`config.mk`:
```
export PLATFORM = sky130hd
export DESIGN_NAME = lsu_align_ctrl
export DESIGN_NICKNAME = d
export VERILOG_FILES = /design/src/rtl/lsu_pkg.sv /design/src/rtl/lsu_load_extend.sv /design/src/rtl/lsu_align_ctrl.sv
export SDC_FILE = /design/constraint.sdc
export NUM_CORES = 1
export LEC_CHECK = 0
export CORE_MARGIN = 3
export CORE_UTILIZATION = 30
export CTS_BUF_LIST = sky130_fd_sc_hd__clkbuf_4 sky130_fd_sc_hd__clkbuf_8
export CTS_CLUSTER_DIAMETER = 30
export DETAILED_ROUTE_END_ITERATION = 7
export PLACE_DENSITY = 0.57
export RECOVER_POWER = 50
export SYNTH_ARGS = -nofsm -noshare
export SYNTH_HDL_FRONTEND = slang
export SYNTH_SLANG_ARGS = --single-unit
```
`constraint.sdc`:
```
create_clock -name clk -period 5.95 [get_ports clk]
set_input_delay 1.19 -clock clk [delete_from_list [all_inputs] [get_ports clk]]
set_output_delay 1.19 -clock clk [all_outputs]
set_load 0.01 [all_outputs]
```
`src/rtl/lsu_pkg.sv`:
```
// Shared encodings and helpers for the load/store alignment controller.
// Build option: LSU_MISALIGN_SPLIT_EN adds the second access state for word-crossing accesses.
package lsu_pkg;

  localparam logic [2:0] F3_B  = 3'b000;
  localparam logic [2:0] F3_H  = 3'b001;
  localparam logic [2:0] F3_W  = 3'b010;
  localparam logic [2:0] F3_BU = 3'b100;
  localparam logic [2:0] F3_HU = 3'b101;

  typedef enum logic [1:0] {
    IDLE,
    ACC0,
`ifdef LSU_MISALIGN_SPLIT_EN
    ACC1,
`endif
    RESP
  } lsu_state_e;

  // Access size in bytes; 0 marks an encoding with no defined size.
  function automatic logic [2:0] size_of(input logic [2:0] funct3);
    case (funct3)
      F3_B, F3_BU: size_of = 3'd1;
      F3_H, F3_HU: size_of = 3'd2;
      F3_W:        size_of = 3'd4;
      default:     size_of = 3'd0;
    endcase
  endfunction

endpackage

```
`src/rtl/lsu_load_extend.sv`:
```
// Picks the byte/half/word out of a right-aligned raw load value and
// sign- or zero-extends it to 32 bits according to funct3.
module lsu_load_extend
  import lsu_pkg::*;
(
  input  logic [31:0] raw,
  input  logic [2:0]  funct3,
  output logic [31:0] data
);

  always_comb begin
    case (funct3)
      F3_B:    data = {{24{raw[7]}}, raw[7:0]};
      F3_H:    data = {{16{raw[15]}}, raw[15:0]};
      F3_BU:   data = {24'd0, raw[7:0]};
      F3_HU:   data = {16'd0, raw[15:0]};
      default: data = raw;
    endcase
  end

endmodule

```
`src/rtl/lsu_align_ctrl.sv`:
```
// Load/store alignment controller in front of a byte-addressed data memory.
// Build option: LSU_MISALIGN_SPLIT_EN splits word-crossing accesses into two memory cycles.
module lsu_align_ctrl
  import lsu_pkg::*;
#(
  parameter int MEM_BYTES = 1024,
  parameter int ADDR_W    = 32
) (
  input  logic              clk,
  input  logic              rst_n,
  input  logic              req_valid,
  output logic              req_ready,
  input  logic              req_we,
  input  logic [2:0]        req_funct3,
  input  logic [ADDR_W-1:0] req_addr,
  input  logic [31:0]       req_wdata,
  output logic              mem_read,
  output logic              mem_write,
  output logic [31:0]       mem_addr,
  output logic [31:0]       mem_wdata,
  output logic [3:0]        mem_byte_enable,
  input  logic [31:0]       mem_rdata,
  output logic              rsp_valid,
  output logic [31:0]       rsp_rdata,
  output logic              rsp_err
);

`ifdef LSU_MISALIGN_SPLIT_EN
  localparam int SPAN = 8;
`else
  localparam int SPAN = 4;
`endif

  lsu_state_e        state_q, state_d;
  logic              we_q, we_d;
  logic [2:0]        f3_q, f3_d;
  logic [ADDR_W-1:0] addr_q, addr_d;
  logic [31:0]       wdata_q, wdata_d;

  logic              mem_read_q, mem_read_d;
  logic              mem_write_q, mem_write_d;
  logic [31:0]       mem_addr_q, mem_addr_d;
  logic [31:0]       mem_wdata_q, mem_wdata_d;
  logic [3:0]        mem_be_q, mem_be_d;
  logic              rsp_valid_q, rsp_valid_d;
  logic [31:0]       rsp_rdata_q, rsp_rdata_d;
  logic              rsp_err_q, rsp_err_d;

  // The request being decoded: live inputs while IDLE, the latched copy afterwards.
  logic              cur_we;
  logic [2:0]        cur_f3;
  logic [ADDR_W-1:0] cur_addr;
  logic [31:0]       cur_wdata;

  logic [2:0]        cur_size;
  logic [1:0]        cur_off;
  logic              cur_cross;
  logic              f3_bad;
  logic              out_of_range;
  logic              misaligned;
  logic              req_bad;
  logic [ADDR_W:0]   last_byte;
  logic [31:0]       word_addr;
  logic [3:0]        size_mask;
  logic [SPAN-1:0]   lane_be;
  logic [8*SPAN-1:0] lane_wd;

  logic [31:0]       lo_bytes;
  logic [31:0]       raw_sel;
  logic [31:0]       ext_data;

  assign cur_we    = (state_q == IDLE) ? req_we     : we_q;
  assign cur_f3    = (state_q == IDLE) ? req_funct3 : f3_q;
  assign cur_addr  = (state_q == IDLE) ? req_addr   : addr_q;
  assign cur_wdata = (state_q == IDLE) ? req_wdata  : wdata_q;

  always_comb begin
    cur_size  = size_of(cur_f3);
    cur_off   = cur_addr[1:0];
    cur_cross = ({1'b0, cur_off} + cur_size) > 3'd4;

    case (cur_f3)
      F3_B, F3_H, F3_W: f3_bad = 1'b0;
      F3_BU, F3_HU:     f3_bad = cur_we;
      default:          f3_bad = 1'b1;
    endcase

    // One extra bit so an access near the top of the address space cannot wrap to 0.
    last_byte    = {1'b0, cur_addr} + (ADDR_W+1)'(cur_size) - (ADDR_W+1)'(1);
    out_of_range = last_byte >= (ADDR_W+1)'(MEM_BYTES);

`ifdef LSU_MISALIGN_SPLIT_EN
    misaligned = 1'b0;
`else
    misaligned = cur_cross || ((cur_size == 3'd2) && cur_off[0]) ||
                 ((cur_size == 3'd4) && (cur_off != 2'd0));
`endif
    req_bad = f3_bad || out_of_range || misaligned;

    word_addr = 32'({cur_addr[ADDR_W-1:2], 2'b00});
    case (cur_size)
      3'd1:    size_mask = 4'b0001;
      3'd2:    size_mask = 4'b0011;
      default: size_mask = 4'b1111;
    endcase
    lane_be = SPAN'(size_mask) << cur_off;
    lane_wd = (8*SPAN)'(cur_wdata) << {cur_off, 3'b000};
  end

  // Load data: bytes from the first word land right-aligned; the second word fills above them.
  assign lo_bytes = mem_rdata >> {cur_off, 3'b000};

`ifdef LSU_MISALIGN_SPLIT_EN
  logic [31:0] raw_q, raw_d;
  logic [31:0] hi_bytes;

  assign hi_bytes = mem_rdata << {3'd4 - {1'b0, cur_off}, 3'b000};
  assign raw_sel  = (state_q == ACC1) ? (raw_q | hi_bytes) : lo_bytes;
`else
  assign raw_sel  = lo_bytes;
`endif

  lsu_load_extend u_load_extend (
    .raw    (raw_sel),
    .funct3 (f3_q),
    .data   (ext_data)
  );

  // NOTE: every signal gets a default before the case so no path leaves it unassigned (no latches).
  always_comb begin
    state_d     = state_q;
    we_d        = we_q;
    f3_d        = f3_q;
    addr_d      = addr_q;
    wdata_d     = wdata_q;
`ifdef LSU_MISALIGN_SPLIT_EN
    raw_d       = raw_q;
`endif
    mem_read_d  = 1'b0;
    mem_write_d = 1'b0;
    mem_addr_d  = 32'd0;
    mem_wdata_d = 32'd0;
    mem_be_d    = 4'd0;
    rsp_valid_d = 1'b0;
    rsp_rdata_d = rsp_rdata_q;
    rsp_err_d   = rsp_err_q;

    case (state_q)
      IDLE: begin
        if (req_valid) begin
          we_d    = req_we;
          f3_d    = req_funct3;
          addr_d  = req_addr;
          wdata_d = req_wdata;
          state_d = req_bad ? RESP : ACC0;
        end
      end
      ACC0: begin
        state_d = RESP;
`ifdef LSU_MISALIGN_SPLIT_EN
        if (cur_cross) begin
          state_d = ACC1;
          raw_d   = lo_bytes;
        end
`endif
      end
`ifdef LSU_MISALIGN_SPLIT_EN
      ACC1: state_d = RESP;
`endif
      RESP:    state_d = IDLE;
      default: state_d = IDLE;
    endcase

    // Memory strobes are registered for the state being entered, so they are glitch-free.
    if (state_d == ACC0) begin
      mem_read_d  = !cur_we;
      mem_write_d = cur_we;
      mem_addr_d  = word_addr;
      mem_be_d    = lane_be[3:0];
      mem_wdata_d = cur_we ? lane_wd[31:0] : 32'd0;
    end
`ifdef LSU_MISALIGN_SPLIT_EN
    if (state_d == ACC1) begin
      mem_read_d  = !cur_we;
      mem_write_d = cur_we;
      mem_addr_d  = word_addr + 32'd4;
      mem_be_d    = lane_be[7:4];
      mem_wdata_d = cur_we ? lane_wd[63:32] : 32'd0;
    end
`endif

    if (state_d == RESP) begin
      rsp_valid_d = 1'b1;
      if (state_q == IDLE) begin
        rsp_rdata_d = 32'd0;
        rsp_err_d   = 1'b1;
      end else begin
        rsp_rdata_d = we_q ? 32'd0 : ext_data;
        rsp_err_d   = 1'b0;
      end
    end
  end

  // NOTE: state registers use non-blocking assignments so all flops sample pre-edge values.
  always_ff @(posedge clk or negedge rst_n) begin
    if (!rst_n) begin
      state_q     <= IDLE;
      we_q        <= 1'b0;
      f3_q        <= 3'd0;
      addr_q      <= '0;
      wdata_q     <= 32'd0;
`ifdef LSU_MISALIGN_SPLIT_EN
      raw_q       <= 32'd0;
`endif
      mem_read_q  <= 1'b0;
      mem_write_q <= 1'b0;
      mem_addr_q  <= 32'd0;
      mem_wdata_q <= 32'd0;
      mem_be_q    <= 4'd0;
      rsp_valid_q <= 1'b0;
      rsp_rdata_q <= 32'd0;
      rsp_err_q   <= 1'b0;
    end else begin
      state_q     <= state_d;
      we_q        <= we_d;
      f3_q        <= f3_d;
      addr_q      <= addr_d;
      wdata_q     <= wdata_d;
`ifdef LSU_MISALIGN_SPLIT_EN
      raw_q       <= raw_d;
`endif
      mem_read_q  <= mem_read_d;
      mem_write_q <= mem_write_d;
      mem_addr_q  <= mem_addr_d;
      mem_wdata_q <= mem_wdata_d;
      mem_be_q    <= mem_be_d;
      rsp_valid_q <= rsp_valid_d;
      rsp_rdata_q <= rsp_rdata_d;
      rsp_err_q   <= rsp_err_d;
    end
  end

  assign req_ready       = (state_q == IDLE);
  assign mem_read        = mem_read_q;
  assign mem_write       = mem_write_q;
  assign mem_addr        = mem_addr_q;
  assign mem_wdata       = mem_wdata_q;
  assign mem_byte_enable = mem_be_q;
  assign rsp_valid       = rsp_valid_q;
  assign rsp_rdata       = rsp_rdata_q;
  assign rsp_err         = rsp_err_q;

endmodule

```
==> flow_metrics.env, run 1 <==
export IMPL_grt_max_degree=93
export IMPL_synth_area_leaders="dfrtp_1, mux2i_1, mux2_2, ha_1, nand2_1"
export IMPL_ys_seq_area_share_pct=38.2
export IMPL_fin_crit_ns=5.47
export IMPL_p_int_mw=2.06
export IMPL_start_kind="input port"
export IMPL_synth_top_area_cell="dfrtp_1"
export IMPL_required_ns=6.34
export IMPL_worstSetupPathType="in -> reg"
export IMPL_p_per_area_nw_per_um2=236
export IMPL_area_growth_pct=26.5
export IMPL_async_flop_share_pct=100
export IMPL_maxCapViolCount=2
export IMPL_synth_top_family_by_area="simple AND/OR/NAND/NOR gates"
export IMPL_cp_end_kind="flip-flop"
export IMPL_synth_ff_latch_count=172
export IMPL_die_x_um=200
export IMPL_min_delay_start="rsp_err$_DFFE_PN0N_"
export IMPL_share_comb_of_total_power_pct=36.5
export IMPL_setup_viol=0
export IMPL_dr_pass1_iters=5
export IMPL_synth_fa_ha_area_share_pct=4.35
export IMPL_finalMaxSlewViolations=130
export IMPL_wl_um=34000
export IMPL_dp_cells=1854
export IMPL_grt_pass1_wl_um=53500
export IMPL_max_stage_delay_ns=0.50
export IMPL_period_share_pct=92.0
export IMPL_routabilityCongestion=0.880
export IMPL_ys_types=85
export IMPL_fillers=3712
export IMPL_die_y_um=200
export IMPL_clock_sinks=172
export IMPL_vdd_drop_max_uv=148
export IMPL_power_clock_fraction_pct=25.4
export IMPL_multi_input_area_um2=6440
export IMPL_n_antenna_cell=0
export IMPL_critical_path_max_fanout=48
export IMPL_path_buf_inv=5
export IMPL_final_nets=1510
export IMPL_clockBufferDepth=2
export IMPL_synth_edff_count=0
export IMPL_worstMarginPinSlew_ns=3.99
export IMPL_violations="max-capacitance violations, max-slew violations"
export IMPL_relSlewSlack_pct=-166
export IMPL_design_area_um2=14300
export IMPL_viasPerCell=5.14
export IMPL_synthCells=1206
export IMPL_status="finished, violations left"
export IMPL_synth_xor_area_share_pct=1.01
export IMPL_holdBufCountCts=0
export IMPL_die_area_um2=40000
export IMPL_grt_setup_unrepaired="false"
export IMPL_clk_pin_slew_ns=0.10
export IMPL_crit_path_cell_trace="clkdlybuf4s50_1 -> or3b_2 -> nand2_1 -> inv_2 -> ha_1 -> inv_1 -> ha_1 -> inv_1 -> fa_1 -> nand2b_1 -> a21oi_4 -> o2111ai_2 -> a2111o_1 -> o211a_1 -> or4_1 -> nor4_1 -> nand4_1 -> buf_12 -> nor4_2"
export IMPL_final_hold_viol_count=0
export IMPL_gr_total_overflow=0
export IMPL_cts_resized=0
export IMPL_post_cts_setup_buffers=0
export IMPL_critPathTopFamily="simple AND/OR/NAND/NOR gates"
export IMPL_regArea_um2=4300
export IMPL_p_sw_mw=1.30
export IMPL_seqPwrFrac_pct=38.1
export IMPL_yosys_warnings=0
export IMPL_drtAntennaViolNets=0
export IMPL_start_util_pct=30.6
export IMPL_final_core_util_pct=38.7
export IMPL_drtIter0Drc=685
export IMPL_cts_tree="done"
export IMPL_dpl_hpwl_um=25000
export IMPL_antenna_found_initial=0
export IMPL_io_pins=208
export IMPL_synthSimpleGateAreaFrac_pct=19.8
export IMPL_fin_worst_skew_ns=0.0275
export IMPL_drc_errors=0
export IMPL_core_region_area_um2=36900
export IMPL_setup_tns_ns=0
export IMPL_hp_class="reg -> reg"
export IMPL_grt_pass1_vias=9489
export IMPL_final_cells=1886
export IMPL_power_mw=3.36
export IMPL_place_port_buffers=205
export IMPL_insertion_delay_ns=0.51
export IMPL_cpMaxStageDelayCell="or4_1"
export IMPL_whs_ns=0.511
export IMPL_syn_area_per_cell_um2=9.35
export IMPL_rows=70
export IMPL_netlist_area_um2=11300
export IMPL_detail_route_wl_per_cell_um=18.0
export IMPL_cts_buffers=17
export IMPL_pre_cts_slack_ns=-0.0303
export IMPL_switching_share_pct=38.6
export IMPL_synthFlopType="dfrtp_1"
export IMPL_yosys_mux_area_fraction_pct=14.6
export IMPL_num_vias=9691
export IMPL_placed_area_um2=13900
export IMPL_yosysTopAreaCellShare_pct=38.2
export IMPL_htree_levels=4
export IMPL_r2r_start="state_q[1]$_DFF_PN0_"
export IMPL_crit_path_start="req_addr[0]"
export IMPL_synth_compound_area_share_pct=17.1
export IMPL_arrival_ns=5.87
export IMPL_fmax_mhz=183
export IMPL_layout_drive_gt1_share_pct=13.9
export IMPL_track_usage_pct=16.9
export IMPL_setup_ws_ns=0.476
export IMPL_root_buffer="clkbuf_8"
export IMPL_static_leakage_power_nw=6.06
## final timing paths
kind                                        endpoint  slack [ns]  cells past startpoint
max in group asynchronous  rsp_rdata[20]$_DFFE_PN0N_        1.42                      1
max                          mem_wdata[16]$_DFF_PN0_        0.48                     19
min in group asynchronous     addr_q[22]$_DFFE_PN0P_        2.31                      1
min reg2reg                      rsp_err$_DFFE_PN0N_        0.51                      2
max reg2reg                  mem_wdata[16]$_DFF_PN0_        0.64                     19
min                              rsp_err$_DFFE_PN0N_        0.51                      2
## sequential cells by signal, indices dropped and copies added (netlist names)
| register | flops |
|---|---|
| addr_q | 32 |
| rsp_rdata | 32 |
| state_q | 2 |
| mem_read | 1 |
| f3_q | 3 |
| mem_wdata | 32 |
| mem_addr | 30 |
| wdata_q | 32 |
| rsp_err | 1 |
| we_q | 1 |
| mem_byte_enable | 4 |
| mem_write | 1 |
| rsp_valid | 1 |
## worst reg2reg max path: stages, from the launching register on
cell and delay, ns:
dfrtp_1 0.50, or2_4 0.42, inv_1 0.15, mux2i_1 0.41, nand2_1 0.13, ha_1 0.20
inv_1 0.05, ha_1 0.19, inv_1 0.07, fa_1 0.38, nand2b_1 0.22, a21oi_4 0.16
o2111ai_2 0.21, a2111o_1 0.47, o211a_1 0.12, or4_1 0.50, nor4_1 0.18, nand4_1 0.21
buf_12 0.25, nor4_2 0.39
## area by class of cell
type                            count  area share, %
Multi-Input combinational cell    898           45.1
Sequential cell                   172           30.2
Timing Repair Buffer              230           16.1
Tap cell                          504           4.42
Clock buffer                       17           1.64
Inverter                           50           1.32
Clock inverter                     15           1.22
## metal layers
metal	global-route usage (%)	vias to the layer above	part of all wire, %
met5	0	-	0
li1	-	4729	-
met1	23.9	4675	47
met2	27.2	266	47
met4	3.75	0	1.1
met3	3.04	21	4.9
## cell usage in the layout, fill, tap and decap left out, drive strengths merged, types with 4 or more instances in the layout
cell,instances
dfrtp,172
clkinv,7
a21o,9
a31oi,20
o211ai,9
nor2,66
and3,17
inv,57
or4,5
and4,6
mux2,70
mux2i,86
clkbuf,18
nor4b,15
xor2,5
ha,36
a211oi,16
xnor2,8
nand3,43
o21ai,63
nand4,9
a21oi,89
dlygate4sd3,25
clkdlybuf4s50,179
nand2,118
nor4,30
a2111oi,6
nor2b,14
nand2b,5
a21boi,19
o21a,19
nor3b,4
nor3,47
o2bb2ai,8
or2,6
buf,24
o21bai,4
## logic make-up (layout without fill, tap and decap cells)
family	count (synthesis)	in the layout
flip-flops	172	172
multiplexers	156	156
AO/OA/AOI/OAI	293	293
other	1	2
XOR/XNOR	13	13
adder cells (fa/ha/maj)	38	38
AND/OR/NAND/NOR	396	396
buffers and inverters	137	312
## synth_stat cells, types with 4 or more instances
cell type and count:
a211oi_1 16, a21boi_0 18, a21o_1 9, a21oi_1 85
a31oi_1 20, and3_1 17, and4_1 6, buf_1 9
buf_2 17, buf_4 4, clkbuf_1 55, dfrtp_1 172
ha_1 36, inv_1 47, mux2_2 69, mux2i_1 86
nand2_1 118, nand2b_1 5, nand3_1 42, nand4_1 9
nor2_1 66, nor2b_1 14, nor3_1 37, nor3_2 10
nor3b_1 4, nor4_1 11, nor4_2 19, nor4b_1 5
nor4b_2 10, o211ai_1 8, o21a_1 19, o21ai_0 57
o21ai_1 6, o21bai_1 4, o2bb2ai_1 8, or2_2 4
or4_1 5, xnor2_1 8, xor2_1 5
## power by group through the flow
stage	Combinational, mW	Sequential, mW	Clock, mW
floorplan	0.867	1.29	0
global placement	1.22	1.30	0
detailed placement	1.22	1.30	0
CTS	1.23	1.28	0.896
global route	1.36	1.29	0.943
finish	1.23	1.28	0.853
Note: power is estimated with default switching activity, not from simulation.
==> run 2, diff against run 1 <==
- ABC_CLOCK_PERIOD_IN_PS: not set -> 5950
==> results of run 2 <==
The final DEF is identical to that of run 1; final timing and power are the same.
==> run 3, diff against run 2 <==
- ABC_CLOCK_PERIOD_IN_PS: 5950 -> 4900
- PLACE_DENSITY: 0.57 -> 0.59
- clock period: 5.95 -> 4.9 ns (I/O delays scaled with it)
==> run 3 against run 2 <==
- the flow still finishes with violations (max-capacitance violations, max-slew violations)
- wire length rose by 6.4%
- power rose by 31%
- sequential share of layout area fell by 2.2 points
- combinational power rose by 46%
- critical endpoint is now mem_wdata[24]$_DFF_PN0_
- largest cell class unchanged
- largest power group is now combinational logic
- highest routed layer unchanged
==> flow_metrics.env, run 3 (same netlist as run 1, synthesis figures left out) <==
export IMPL_die_y_um=200
export IMPL_max_stage_delay_ns=0.44
export IMPL_antenna_found_initial=1
export IMPL_grt_pass1_vias=9860
export IMPL_final_cells=1983
export IMPL_final_nets=1607
export IMPL_detail_route_wl_per_cell_um=18.2
export IMPL_p_int_mw=2.71
export IMPL_gr_total_overflow=0
export IMPL_cp_end_kind="flip-flop"
export IMPL_fmax_mhz=208
export IMPL_required_ns=5.30
export IMPL_track_usage_pct=17.3
export IMPL_insertion_delay_ns=0.51
export IMPL_clockBufferDepth=2
export IMPL_violations="max-capacitance violations, max-slew violations"
export IMPL_critical_path_max_fanout=8
export IMPL_worstMarginPinSlew_ns=2.27
export IMPL_power_mw=4.41
export IMPL_maxCapViolCount=4
export IMPL_arrival_ns=5.21
export IMPL_area_growth_pct=36.4
export IMPL_htree_levels=4
export IMPL_final_common_cell="clkdlybuf4s50_1"
export IMPL_power_clock_fraction_pct=24.2
export IMPL_root_buffer="clkbuf_8"
export IMPL_critPathTopFamily="simple AND/OR/NAND/NOR gates"
export IMPL_clock_sinks=172
export IMPL_rows=70
export IMPL_regArea_um2=4300
export IMPL_fillers=3670
export IMPL_status="finished, violations left"
export IMPL_drc_errors=0
export IMPL_drtAntennaViolNets=0
export IMPL_share_comb_of_total_power_pct=40.7
export IMPL_fin_crit_ns=4.81
export IMPL_period_share_pct=98.2
export IMPL_dr_pass1_iters=4
export IMPL_worstSetupPathType="reg -> reg"
export IMPL_die_x_um=200
export IMPL_fin_worst_skew_ns=0.0194
export IMPL_num_vias=10100
export IMPL_routabilityCongestion=0.862
export IMPL_mostFrequentLayoutCells="clkdlybuf4s50_1, dfrtp_1, nand2_1"
export IMPL_drtIter0Drc=485
export IMPL_cts_buffers=17
export IMPL_seqPwrFrac_pct=35.2
export IMPL_start_kind="flip-flop"
export IMPL_setup_viol=0
export IMPL_place_port_buffers=205
export IMPL_setup_ws_ns=0.0876
export IMPL_dpl_hpwl_um=26300
export IMPL_static_leakage_power_nw=6.56
export IMPL_final_hold_viol_count=0
export IMPL_whs_ns=0.509
export IMPL_p_per_area_nw_per_um2=287
export IMPL_grt_max_degree=89
export IMPL_start_util_pct=30.6
export IMPL_multi_input_area_um2=6770
export IMPL_relSlewSlack_pct=-51.3
export IMPL_holdBufCountCts=0
export IMPL_hp_class="reg -> reg"
export IMPL_core_region_area_um2=36900
export IMPL_setup_tns_ns=0
export IMPL_switching_share_pct=38.6
export IMPL_vdd_drop_max_uv=195
export IMPL_pre_cts_slack_ns=-0.542
export IMPL_viasPerCell=5.11
export IMPL_io_pins=208
export IMPL_p_sw_mw=1.70
export IMPL_dp_cells=1943
export IMPL_crit_path_cell_trace="or2_4 -> inv_4 -> mux2i_2 -> nand2_2 -> ha_4 -> inv_2 -> ha_4 -> inv_2 -> fa_2 -> nand2b_4 -> a21oi_4 -> o2111ai_4 -> a2111o_1 -> o211a_1 -> or4_4 -> nor4_4 -> nand4_1 -> buf_6 -> buf_12 -> nor4b_4"
export IMPL_cts_tree="done"
export IMPL_wl_um=36100
export IMPL_die_area_um2=40000
export IMPL_clk_pin_slew_ns=0.11
export IMPL_grt_pass1_wl_um=54500
export IMPL_n_antenna_cell=0
export IMPL_path_buf_inv=5
export IMPL_finalMaxSlewViolations=179
export IMPL_layout_drive_gt1_share_pct=22.6
export IMPL_cpMaxStageDelayCell="a2111o_1"
## run 3: routing by layer
layer	up-vias	track usage, %	routed length, µm
met2	236	28.7	17400
met3	24	3.36	1680
met5	-	0	0
li1	4917	-	-
met1	4957	23.6	16700
met4	0	3.90	376
## run 3: area by class of cell
class,instances,share of cell area [%]
clock inverter,15,1.25
timing repair buffer,327,19.9
clock buffer,17,1.52
inverter,50,1.25
multi-input combinational,898,44.0
sequential,172,28.0
tap,504,4.10
## run 3: metrics by stage
| stage | util [%] | instance area, µm² |
|---|---|---|
| floorplan | - | 11500 |
| global placement | 39.6 | 14600 |
| detailed placement | 39.6 | 14600 |
| CTS | 40.8 | 15000 |
| global route | 41.7 | 15400 |
| finish | 41.7 | 15400 |
## run 3: tightest hold or removal path: stages (launching register included)
cell	delay, ns
dfrtp_1	0.37
nand2_1	0.05
o21ai_0	0.06
## run 3: power by group through the flow
stage / Clock [mW] / Sequential (mW) / Combinational (mW)
floorplan: 0 / 1.57 / 1.08
global placement: 0 / 1.58 / 1.70
detailed placement: 0 / 1.58 / 1.71
CTS: 1.12 / 1.55 / 1.72
global route: 1.18 / 1.56 / 1.96
finish: 1.07 / 1.55 / 1.79
## run 3: repair_timing
action | 4_1_cts | 5_1_grt
resized for setup | 0 | 59
setup endpoints to repair | 0 | 103
setup buffers | 0 | 6
## run 3: path summary, 6_finish.rpt
path	start	to	slack (ns)	depth (start not counted)
min in group asynchronous	rst_n	mem_addr[24]$_DFF_PN0_	1.16	1
worst max-delay path	state_q[0]$_DFF_PN0_	mem_wdata[24]$_DFF_PN0_	0.09	20
worst max register to register	state_q[0]$_DFF_PN0_	mem_wdata[24]$_DFF_PN0_	0.09	20
max in group asynchronous	rst_n	wdata_q[4]$_DFFE_PN0P_	1.33	2
worst min-delay path	rsp_err$_DFFE_PN0N_	rsp_err$_DFFE_PN0N_	0.51	2
worst min register to register	rsp_err$_DFFE_PN0N_	rsp_err$_DFFE_PN0N_	0.51	2
